[config.mk]
export PLATFORM = sky130hd
export DESIGN_NAME = param_updown_counter
export DESIGN_NICKNAME = d
export VERILOG_FILES = /design/src/rtl/param_updown_counter.sv
export SDC_FILE = /design/constraint.sdc
export NUM_CORES = 1
export LEC_CHECK = 0
export CORE_AREA = 2 2 49 51
export CTS_BUF_LIST = sky130_fd_sc_hd__clkbuf_4 sky130_fd_sc_hd__clkbuf_8
export CTS_CLUSTER_DIAMETER = 60
export DETAILED_ROUTE_END_ITERATION = 12
export DIE_AREA = 0 0 51 53
export GPL_ROUTABILITY_DRIVEN = 0
export GPL_TIMING_DRIVEN = 0
export PLACE_DENSITY = 0.75
export SLEW_MARGIN = 15
export SYNTH_ARGS = -nofsm -noshare
export SYNTH_HDL_FRONTEND = slang
export SYNTH_SLANG_ARGS = --single-unit
[constraint.sdc]
create_clock -name clk -period 6.9 [get_ports clk]
set_input_delay 2.07 -clock clk [delete_from_list [all_inputs] [get_ports clk]]
set_output_delay 2.07 -clock clk [all_outputs]
set_load 0.01 [all_outputs]
[src/rtl/param_updown_counter.sv]
// Parameterised up/down counter with prescaler, load, hold and
// selectable wrap/saturate behaviour at the 0 and MAX_VAL bounds.
module param_updown_counter #(
  parameter int WIDTH   = 8,
  parameter int MAX_VAL = 255,
  parameter int DIV     = 1
) (
  input  logic             clk,
  input  logic             rst_n,
  input  logic             up,
  input  logic             down,
  input  logic             hold,
  input  logic             load,
  input  logic [WIDTH-1:0] load_val,
  input  logic             sat_mode,
  output logic [WIDTH-1:0] count,
  output logic             at_max,
  output logic             at_min,
  output logic             wrap,
  output logic             sat
);

  localparam logic [WIDTH-1:0] MAX_CNT = WIDTH'(MAX_VAL);

  logic [WIDTH-1:0] r_count;
  logic             r_wrap;
  logic             r_sat;
  logic             w_qualified;
  logic             w_tick;

  // A cycle only counts towards the prescaler when exactly one direction is
  // requested and neither load nor hold overrides it.
  assign w_qualified = !load && !hold && (up ^ down);

  generate
    if (DIV > 1) begin : g_prescale
      localparam int             PW       = $clog2(DIV);
      localparam logic [PW-1:0]  PRE_LAST = PW'(DIV - 1);

      logic [PW-1:0] r_prescale;

      assign w_tick = w_qualified && (r_prescale == PRE_LAST);

      // Prescaler counts qualified cycles; cleared by reset, load and on each tick.
      always_ff @(posedge clk or negedge rst_n) begin
        if (!rst_n) begin
          r_prescale <= '0;
        end else if (load || w_tick) begin
          r_prescale <= '0;
        end else if (w_qualified) begin
          r_prescale <= r_prescale + PW'(1);
        end
      end
    end else begin : g_no_prescale
      assign w_tick = w_qualified;
    end
  endgenerate

  // Count register plus one-cycle wrap/sat pulses; load is clamped to MAX_VAL.
  always_ff @(posedge clk or negedge rst_n) begin
    if (!rst_n) begin
      r_count <= '0;
      r_wrap  <= 1'b0;
      r_sat   <= 1'b0;
    end else begin
      r_wrap <= 1'b0;
      r_sat  <= 1'b0;
      if (load) begin
        r_count <= (load_val > MAX_CNT) ? MAX_CNT : load_val;
      end else if (w_tick) begin
        if (up) begin
          if (r_count == MAX_CNT) begin
            if (sat_mode) begin
              r_sat <= 1'b1;
            end else begin
              r_count <= '0;
              r_wrap  <= 1'b1;
            end
          end else begin
            r_count <= r_count + WIDTH'(1);
          end
        end else begin
          if (r_count == '0) begin
            if (sat_mode) begin
              r_sat <= 1'b1;
            end else begin
              r_count <= MAX_CNT;
              r_wrap  <= 1'b1;
            end
          end else begin
            r_count <= r_count - WIDTH'(1);
          end
        end
      end
    end
  end

  assign count  = r_count;
  assign wrap   = r_wrap;
  assign sat    = r_sat;
  assign at_max = (r_count == MAX_CNT);
  assign at_min = (r_count == '0);

endmodule

* Word-level counts from Yosys, hierarchy flattened
Cells that the tools add are included.
** Storage, ports and cells
- Register bits after elaboration :: 10
- Input port bits :: 15
- Output and inout bits :: 12
- Word-level logic and storage cells :: 37
** Cells by class
- Bitwise gates (word level) :: 1
- Reductions and logical operators :: 7
- $lt $le $gt $ge :: 1
- Multiplexer cells :: 20
- Add/subtract/negate cells :: 2
- Equality and inequality tests :: 3
** Operator list (count)
- 8-bit 2-to-1 mux :: 8
- 1-bit 2-to-1 mux :: 12
- 8-bit by 1-bit adder with 8-bit output (second input constant) :: 1
- 8-bit == test (second input constant) :: 1
- 8-bit > comparator (second input constant) :: 1
- 8-bit zero test :: 1
- 4-bit inequality test (second input constant) :: 2
- 8-bit by 1-bit subtractor with 8-bit output (second input constant) :: 1
- 3-bit AND reduction :: 1
- 1-bit logical AND :: 2
- 1-bit zero test :: 2
- 2-bit nonzero test :: 1
- 1-bit bitwise XOR :: 1

* Logic depth before layout (Yosys ltp)
Gate-level depths: netlist of run 1.
- Word-level depth :: 5
- Gate-level depth with buffers :: 10
- Gate-level depth less buffers :: 9

* Least setup slack after synthesis of run 1
Ideal clock, no wire load.
- Kind :: register to output
- Start point :: register r_count[0], in the netlist count[0]
- End point :: output at_min
- Path buffers :: 1
- Data arrival time :: 1726 ps
- Path slack :: 3104 ps
- Required time :: 4830 ps
- Stages on the path, launching flop included :: 7
- Cell sequence :: dfrtp_1 > clkdlybuf4s25_1 > inv_1 > ha_1 > or2b_1 > or3_4 > inv_1
** Between the ends
- Word-level cells in the longest chain between the ends :: 1
** RTL lines
- start: declaration :: line 25 : logic [WIDTH-1:0] r_count;
- start signal: assignment :: line 69 : r_count <= (load_val > MAX_CNT) ? MAX_CNT : load_val;
- start signal: assignment :: line 80 : r_count <= r_count + WIDTH'(1);
- start signal: assignment :: line 91 : r_count <= r_count - WIDTH'(1);
- 8-bit zero test :: line 102 : assign at_min = (r_count == '0);
- end: declaration :: line 18 : output logic at_min,
Every way passes these cells.

* Worst setup path in the final report of run 1
Same ends and word-level chain as after synthesis.

==> implementation parameters, run 1 <==
Parameter                              Value

Run status
  Outcome ... finished clean

Timing
  Crit share post-route ... about two thirds
  RSZ-0062 raised after global routing ... no
  Worst slew slack as a fraction of its limit ... about two thirds
  Post-route minimum period ... ~4700 ps
  Timing-limited maximum frequency ... roughly 210 MHz
  Setup_tns ... 0 ps
  Number of max-slew violations in the final report ... 0
  Final clock skew ... roughly 2.3 ps
  Least-Margin Pin Slew ... around 490 ps
  Final number of hold-violating endpoints ... 0
  Total of endpoints with negative setup slack in the final report ... 0

Logic synthesis
  Sequential area share after synthesis ... roughly a quarter
  Cell with the most instances after synthesis ... sky130_fd_sc_hd__nand2_1
  Yosys top cell area share ... a little over a quarter
  Dominant register cell in the synthesized netlist ... sky130_fd_sc_hd__dfrtp_1
  Dominant cell type by area after synthesis ... sky130_fd_sc_hd__dfrtp_1
  Leading cell types by count after synthesis ... 12 x sky130_fd_sc_hd__nand2_1, 10 x sky130_fd_sc_hd__dfrtp_1, 8 x sky130_fd_sc_hd__inv_1, 8 x sky130_fd_sc_hd__o21ai_0
  Synthesized area ... between 900 and 1000 um2
  Number of nets in the synthesized netlist ... about 130
  Mean area per synthesized cell ... about 8.4 um2
  Yosys cell types ... 41
  Count of mapped cells out of synthesis ... between 100 and 150
  Biggest area contributors in the synthesized netlist ... sky130_fd_sc_hd__dfrtp_1 26%, sky130_fd_sc_hd__buf_6 4.7%, sky130_fd_sc_hd__nand2_1 4.7%
  Synth async-reset ratio ... 100.0%
  Number of flip-flops and latches in the synthesized netlist ... 10
  Number of synthesized flops with an enable pin ... 0
  Yosys warns ... 0

Clock network
  Clock root cell ... sky130_fd_sc_hd__clkbuf_4
  Clock tree from TritonCTS ... done
  H-tree depth ... 1
  Number of gates given a new drive strength after cts ... 0
  Hold buffers post-CTS ... 0
  Clock tree sinks ... 10
  TritonCTS Buffers ... 3
  Clock insertion delay at the later pin of the skew report ... about 280 ps
  Clock transition at the registers of the reported paths ... ~80 ps
  Maximum count of clock buffers along a single path ... 2
  Post-CTS Setup Inserts ... 0

Power
  Lkg Pwr ... 0.4918 nW
  Total power density per cell area ... around 170 nW/um2
  Max IR drop VDD ... 0.1036 mV
  Pwr Total ... ~0.21 mW

Floorplanning
  Initial core utilization ... 44.26%
  Cell Rows ... 17
  Total core area ... between 2000 and 2500 um2
  Total Die Area ... 2703 um2
  Die width ... between 50 and 60 um
  DIE HEIGHT ... 53 um
  Top-Level Pins ... 27

Drt
  Router iterations before antenna repair ... 4
  Starting DRC count in detailed routing ... 6
  Routed vias/inst ... 5.544
  Routed wire per std cell ... 13.37 um
  Remaining number of nets flagged by the antenna check after routing ... 0
  DRC Markers ... 0
  Number of vias in the routed layout ... roughly 940
  Total routed wirelength ... approximately 2.3 mm

Finish
  Post-layout nets ... 160
  Design Area, Final ... 1262 um2
  Synthesis-to-finish area growth ... 32.76%
  Ant. Diodes ... 0
  Fraction of layout cells with a size suffix above 1 ... 13.48%

Global routing
  GRT Overall Usage ... just under 20%
  Maximum number of pins on one net before global-route repair ... 11
  Global route overflow ... 0
  Antenna violations before repair ... 0
  Global-route wire length before repair ... approximately 3.8 mm
  Vias in the first global route ... just under 900

Hold path
  Class of the tightest hold or removal check ... flip-flop to flip-flop
  Source of the worst hold timing path ... count[7]

Run
  Number of max-cap violations ... 0

Critical path
  Kind of start point of the critical path ... flip-flop
  Type of destination of the critical path ... output pin
  Max Fanout on Critical Path ... 8
  Setup crit end ... at_min
  Capture point of the worst reg-to-reg path ... count[0]
  Worst setup startpoint ... count[0]
  Arrival time of the worst setup path ... ~2700 ps
  Origin of the critical flop-to-flop path ... count[0]
  Register-to-Register Path Depth ... 10
  Worst path required time ... around 4800 ps
  Reg-to-reg setup timing slack ... about 4400 ps
  Worst Setup Path Type ... flip-flop to output pin

Place
  Placed inst area ... 1226 um2
  DP HPWL ... around 1.7 mm
  Number of port buffers ... 24
[worst max-delay path: stages (launching register included)]
cell and delay [ps]:
sky130_fd_sc_hd__dfrtp_1 400, sky130_fd_sc_hd__clkdlybuf4s25_1 360, sky130_fd_sc_hd__inv_1 130, sky130_fd_sc_hd__ha_1 170
sky130_fd_sc_hd__or2b_1 250, sky130_fd_sc_hd__or3_4 360, sky130_fd_sc_hd__inv_1 140, sky130_fd_sc_hd__clkdlybuf4s50_1 550
[registers in the layout, indices dropped and copies added, names as in the netlist]
register  cells
count         8
sat           1
wrap          1
[metal layers]
metal	global-route usage, %	vias to the layer above	wire length [um]
met3	3.107	5	86
li1	-	467	-
met4	9.459	0	41
met5	0	-	0
met2	34.42	22	1133
met1	22.05	443	999
[metrics by stage]
stage                     worst slack, ps  utilization, %  hold slack (ps)  cells
after global routing                 2061           58.77            767.7    169
after global placement               2532           57.08            660.7    165
after floorplan                      3104               -            671.4    113
final                                2183           58.77            699.5    169
after detailed placement             2500           57.08            678.6    165
after CTS                            2197           58.77            711.8    169
[layout by cell type (no fill, tap or decap), types with 3 or more instances in the layout]
master,count
sky130_fd_sc_hd__clkbuf_4,3
sky130_fd_sc_hd__inv_1,8
sky130_fd_sc_hd__clkdlybuf4s50_1,24
sky130_fd_sc_hd__nand4_1,3
sky130_fd_sc_hd__buf_6,4
sky130_fd_sc_hd__a21oi_1,7
sky130_fd_sc_hd__nand3_1,4
sky130_fd_sc_hd__nor3_1,6
sky130_fd_sc_hd__ha_1,3
sky130_fd_sc_hd__nor2_1,7
sky130_fd_sc_hd__mux2i_1,3
sky130_fd_sc_hd__o21ai_0,8
sky130_fd_sc_hd__dfrtp_1,10
sky130_fd_sc_hd__nand2_1,12
sky130_fd_sc_hd__clkbuf_8,3
sky130_fd_sc_hd__or3_1,3
[cell type report]
class,count,area [um2]
clock buffers,4,36.28
well taps,28,35.03
fillers,213,885.9
plain buffers,9,90.09
flip-flops and latches,10,250.2
multi-input cells,86,580.6
inverters,8,30.03
repair buffers,24,240.2
[report_power, final]
group | leakage (nW) | internal [mW] | switching, mW
Combinational | 0.348 | 0.0436 | 0.0404
Sequential | 0.122 | 0.0644 | 0.00734
Clock | 0.0210 | 0.0321 | 0.0253
Total | 0.492 | 0.140 | 0.0730
[worst min path at each step]
stage	endpoint	cells after the start
2_1_floorplan	count[7]	2
3_3_place_gp	count[7]	2
3_5_place_dp	count[7]	2
4_1_cts	count[7]	2
5_1_grt	count[1]	2
6_report	count[7]	2
[cells by family after synthesis]
family	count (synthesis)	synth area share [%]
and+or+nand+nor	44	23.95
AOI/OAI and AO/OA	30	22.76
buffers and inverters	17	12.63
DFF	10	26.32
muxes	5	6.710
xor gates and xnor gates	4	3.685
adders and majority gates	3	3.948
Power figures use the tool's default switching activity.
==> run 2: changes to the inputs <==
==> constraint.sdc (replaced) <==
create_clock -name clk -period 4.5 [get_ports clk]
set_input_delay 1.35 -clock clk [delete_from_list [all_inputs] [get_ports clk]]
set_output_delay 1.35 -clock clk [all_outputs]
set_load 0.01 [all_outputs]
==> results of run 2 <==
The final DEF is identical to that of run 1. Status: finished clean.
Main changes from that run: setup slack after placement 2500 ps -> 820.4 ps; setup slack after layout 2183 ps -> 503.4 ps; register-to-register setup slack 4390 ps -> 1990 ps; total power 0.2132 mW -> 0.3269 mW; worst IR drop on VDD 0.1036 mV -> 0.1589 mV
==> run 3: changes to the inputs <==
--- a/config.mk
+++ b/config.mk
@@ -12,7 +12,8 @@
 export DIE_AREA = 0 0 51 53
 export GPL_ROUTABILITY_DRIVEN = 0
 export GPL_TIMING_DRIVEN = 0
-export PLACE_DENSITY = 0.75
+export PLACE_DENSITY = 0.86
+export SKIP_CTS_REPAIR_TIMING = 1
 export SLEW_MARGIN = 15
 export SYNTH_ARGS = -nofsm -noshare
 export SYNTH_HDL_FRONTEND = slang
==> run 3 against run 2 <==
Net effect: wire length grew 1.2%; largest power group unchanged; cell count unchanged; sequential power hardly changed; non-clock buffer count stayed put; sequential cell count did not move.
==> implementation parameters, run 3 (synthesized netlist as in run 1, its figures left out) <==
Parameter                              Value

Run
  Number of max-cap violations ... 0

Global routing
  Vias in the first global route ... around 900
  Maximum number of pins on one net before global-route repair ... 11
  GRT Overall Usage ... between 10% and 20%
  Antenna violations before repair ... 0
  Global route overflow ... 0
  Global-route wire length before repair ... between 3 and 4 mm

Power
  Lkg Pwr ... about 0.49 nW
  Int Pwr ... 0.2149 mW
  Proportion of total power due to net switching ... 34.09%
  Switching pwr ... ~0.11 mW
  Part of the total power dissipated in sequential elements ... around 34%
  Pwr Total ... ~0.33 mW
  Total power density per cell area ... approximately 260 nW/um2
  Combinational fraction of design power ... approximately 40%
  Max IR drop VDD ... between 0.1 and 0.15 mV
  Clk pwr share ... a little over a quarter

Hold path
  Class of the tightest hold or removal check ... flip-flop to flip-flop
  Source of the worst hold timing path ... count[7]

Critical path
  Kind of start point of the critical path ... flip-flop
  Max Fanout on Critical Path ... 8
  Worst setup startpoint ... count[0]
  Worst Setup Path Type ... flip-flop to output pin
  Cell family contributing the most delay on the critical path ... buffers and inverters
  Slowest library cell on the worst path ... sky130_fd_sc_hd__clkdlybuf4s50_1
  Most common cell type on the critical path ... sky130_fd_sc_hd__inv_1
  Delay contributed by the slowest stage of the critical path ... about 550 ps
  Type of destination of the critical path ... output pin
  Origin of the critical flop-to-flop path ... count[0]
  Worst path required time ... about 3200 ps
  Critical path cell sequence ... clkdlybuf4s25_1 > inv_1 > ha_1 > or2b_1 > or3_4 > inv_1 > clkdlybuf4s50_1
  Arrival time of the worst setup path ... roughly 2700 ps
  Critical path buffers and inverters ... 4

Clock network
  Clock transition at the registers of the reported paths ... about 80 ps
  Clock insertion delay at the later pin of the skew report ... roughly 280 ps
  Clock tree sinks ... 10
  Maximum count of clock buffers along a single path ... 2
  H-tree depth ... 1
  TritonCTS Buffers ... 3
  Clock tree from TritonCTS ... done
  Clock root cell ... sky130_fd_sc_hd__clkbuf_4

Drt
  DRC Markers ... 0
  Number of vias in the routed layout ... between 900 and 1000
  Remaining number of nets flagged by the antenna check after routing ... 0
  Starting DRC count in detailed routing ... 29
  Routed vias/inst ... between 5 and 6
  Total routed wirelength ... approximately 2.3 mm
  Router iterations before antenna repair ... 4
  Routed wire per std cell ... 13.53 um

Timing
  Crit share post-route ... around nine tenths
  Timing-limited maximum frequency ... around 250 MHz
  Final clock skew ... around 8.6 ps
  Total of endpoints with negative setup slack in the final report ... 0
  Least-Margin Pin Slew ... 470.0 ps
  Worst slew slack as a fraction of its limit ... between 60 and 70%
  Number of max-slew violations in the final report ... 0
  Post-route minimum period ... 4000 ps
  Setup_tns ... 0 ps
  RSZ-0062 raised after global routing ... no
  Final number of hold-violating endpoints ... 0

Finish
  Utilization after layout ... 58.77%
  Synthesis-to-finish area growth ... 32.76%
  Max reg flops ... 8
  Post-layout nets ... 160
  Commonest non-fill, non-tap cell in the layout ... sky130_fd_sc_hd__clkdlybuf4s50_1
  Ant. Diodes ... 0
  Design Area, Final ... approximately 1300 um2
  Most frequent cells in the layout ... 24 x sky130_fd_sc_hd__clkdlybuf4s50_1, 12 x sky130_fd_sc_hd__nand2_1, 10 x sky130_fd_sc_hd__dfrtp_1
  Fraction of layout cells with a size suffix above 1 ... between 10% and 20%

Run status
  Outcome ... finished clean

Place
  Number of port buffers ... 24
  Placed inst area ... 1226 um2
  DP HPWL ... approximately 1.7 mm

Floorplanning
  Cell Rows ... 17
  Total core area ... 2148 um2
  Initial core utilization ... 44.26%
  Top-Level Pins ... 27
  Total Die Area ... 2703 um2
  DIE HEIGHT ... about 53 um
  Die width ... around 50 um
-- run 3: routing by layer --
| metal | global-route usage (%) | routed length [um] | vias up |
|---|---|---|---|
| met1 | 21.25 | 898 | 455 |
| met3 | 3.672 | 181 | 7 |
| met4 | 8.108 | 50 | 0 |
| met2 | 34.63 | 1157 | 54 |
| li1 | - | - | 461 |
| met5 | 0 | 0 | - |
-- run 3: stage by stage --
| stage | std cells | hold WS [ps] | setup WS (ps) |
|---|---|---|---|
| detailed placement | 165 | 690.8 | 810.6 |
| floorplan | 113 | 671.4 | 1424 |
| global route | 169 | 745.0 | 380.3 |
| CTS | 169 | 707.9 | 508.6 |
| finish | 169 | 697.8 | 500.4 |
| global placement | 165 | 662.2 | 852.7 |
-- run 3: final cells by class --
type                    count  area (um2)
fillers                   186       885.9
multi-input cells          86       580.6
flip-flops and latches     10       250.2
repair buffers             24       240.2
plain buffers               9       90.09
clock buffers               4       36.28
well taps                  28       35.03
inverters                   8       30.03
-- run 3: tightest hold or removal path, cell delays in order, from the launching register on --
cell	delay [ps]
sky130_fd_sc_hd__dfrtp_1	440
sky130_fd_sc_hd__mux2i_1	130
sky130_fd_sc_hd__o21ai_0	80
-- run 3: final timing paths --
path	end	slack, ps	cells past startpoint
worst max-delay path	at_min	500	7
worst min-delay path	count[7]	700	2
worst max register to register	count[0]	1980	10
worst min register to register	count[7]	700	2
max in group asynchronous	count[0]	2790	1
min in group asynchronous	count[3]	1380	1
-- run 3: power groups by stage --
stage	clock network (mW)	registers (mW)	logic, mW
6_report	0.0871	0.110	0.129
5_1_grt	0.0882	0.111	0.143
4_1_cts	0.0855	0.110	0.129
3_5_place_dp	0	0.111	0.128
3_3_place_gp	0	0.111	0.124
2_1_floorplan	0	0.114	0.0786
==> RTL change, RTL diff (settings of run 2) <==
The parameter `WIDTH` goes from 8 to 10.
--- a/src/rtl/param_updown_counter.sv
+++ b/src/rtl/param_updown_counter.sv
@@ -3,3 +3,3 @@
 module param_updown_counter #(
-  parameter int WIDTH   = 8,
+  parameter int WIDTH   = 10,
   parameter int MAX_VAL = 255,
Interface: changed (resized count and load_val); port bits go from 27 to 31. No check against the original RTL was run, so the function may have changed too.
==> RTL change against run 2 <==
Design area is 10% higher; synthesized area is 9.6% higher; utilization is 5.9 points higher; routed wire length is 31% higher; power is 2.9% lower; hold slack worse by 0.037 ns; largest cell class unchanged; sequential cell count is 2 higher; worst setup slack worse by 0.084 ns.
==> RTL change: results (changes against run 2) <==
- Status: finished clean (unchanged)
- Antenna violations before repair: 0 (unchanged)
- VDD IR max: 142 uV (was 159 uV)
- Clock Root Buffer: clkbuf_4 (unchanged)
- Drt pass-1 iters: 4 (unchanged)
- Internal cell power: 0.207 mW (was 0.215 mW)
- Share of post-route cells with drive strength above 1: 13.0% (was 13.5%)
- Static Leakage: 0.531 nW (was 0.492 nW)
- Largest net degree at the start of global routing: 13 (was 11)
- Synth top area cells: dfrtp_1 29%, nor2_1 5.4%, xnor2_1 4.2%, nand2_1 4.0%, nand3_1 3.8% (was dfrtp_1 26%, buf_6 4.7%, nand2_1 4.7%, o21ai_0 4.2%, ha_1 3.9%)
- Syn. warnings: 0 (unchanged)
- Worst reg2reg startpoint: count[0] (unchanged)
- Post-CTS setup buffers: 0 (unchanged)
- CTS buffer count: 3 (unchanged)
- Async set-reset flop share out of synthesis: 100% (unchanged)
- Slew @ Worst Pin: 0.630 ns (was 0.488 ns)
- Via count: 1140 (was 937)
- Gr usage total: 22.9% (was 19.2%)
- Cts repair resizes: 0 (unchanged)
- CTS Buffer Depth: 2 (unchanged)
- Crit-path slowest cell: or4_4 (was clkdlybuf4s50_1)
- Worst hold path class: reg -> reg (unchanged)
- Congestion Overflow GR: 0 (unchanged)
- Worst-Skew Late Latency: ~0.27 ns
- Clk slew on worst S/H paths: 0.08 ns (about the same)
- Predominant post-synthesis flop cell: dfrtp_1 (unchanged)
- Global-route wire length before repair: 4610 um (was 3770 um)
- Critical Path AT: 2.73 ns (was 2.65 ns)
- H-Tree Depth: 1 (unchanged)
- Delay-heaviest family, CP: simple AND/OR/NAND/NOR gates (was buffers and inverters)
- Vias in the first global route: 1002 (was 872)
- Layout Skew: 0.00235 ns (was 0.00228 ns)
- Max reg flops: 10 (was 8)
- Hold Startpoint: count[0] (was count[7])
- Total Wirelength: 2970 um (was 2260 um)
- DRT iter0 DRCs: 30 (was 6)
- Library cells used by synthesis: 42 (was 41)
- Net Count, Synth: 149 (was 131)
- Slowest stage delay, CP: 0.53 ns (was 0.55 ns)
- # diodes: 0 (unchanged)
- Max Fanout on Critical Path: 9 (was 8)
- Post-synthesis sequential area ratio: 28.8% (was 26.3%)
- Worst setup path start: count[3] (was count[0])
- DP HPWL: 2090 um (was 1710 um)
- Fin nets: 183 (was 160)
- PortBufs: 29 (was 24)
- Synth top cells by count: 15 x nor2_1, 12 x dfrtp_1, 11 x nand2_1 (was 12 x nand2_1, 10 x dfrtp_1, 8 x inv_1, 8 x o21ai_0)
## RTL change: worst register-to-register path: cells and delay by family (launching register included)
family / cells / cell delay, ns
AOI/OAI and AO/OA: 3 / 0.76
adders and majority gates: 1 / 0.24
DFF: 1 / 0.50
and+or+nand+nor: 3 / 0.92
## RTL change: cells by family (layout without fill, tap and decap cells)
group	after synthesis	after routing	share of synthesized area, %
adders and majority gates	2	2	2.40
buffers and inverters	14	46	7.68
and+or+nand+nor	61	61	33.4
DFF	12	12	28.8
xor gates and xnor gates	5	5	4.20
AOI/OAI and AO/OA	36	36	23.5
## RTL change: routing by layer
layer	part of all wire, %	vias up	GRT usage, %
met2	47	54	39.6
met1	44	537	29.5
li1	-	543	-
met3	6.8	6	3.11
met5	0	-	0
met4	1.3	0	7.21
## RTL change: final timing paths
path / cells after the start / slack, ns / to
worst max-delay path: 7 / 0.42 / at_min
worst min-delay path: 2 / 0.66 / count[0]
worst max register to register: 7 / 1.97 / count[7]
worst min register to register: 2 / 0.66 / count[0]
max in group asynchronous: 1 / 2.66 / sat
min in group asynchronous: 1 / 1.45 / count[7]
## RTL change: layout make-up
class | instances | area, um2
fill | 188 | 758
multi-input combinational | 104 | 662
sequential | 12 | 300
timing repair buffer | 29 | 290
buffer | 9 | 61.3
tap | 28 | 35.0
clock buffer | 3 | 22.5
inverter | 5 | 18.8
## RTL change: power groups by stage
stage                     clock, mW  combinational [mW]  sequential [mW]
after global placement            0               0.117            0.128
after detailed placement          0               0.119            0.129
after global routing         0.0759               0.131            0.129
after floorplan                   0              0.0672            0.130
after CTS                    0.0716               0.120            0.127
final                        0.0696               0.121            0.127
## RTL change: stage by stage
step	cells	setup WS, ns	total power, mW
2_1_floorplan	130	1.25	0.197
3_3_place_gp	187	0.757	0.245
3_5_place_dp	187	0.722	0.248
4_1_cts	190	0.426	0.318
5_1_grt	190	0.341	0.336
6_report	190	0.419	0.317
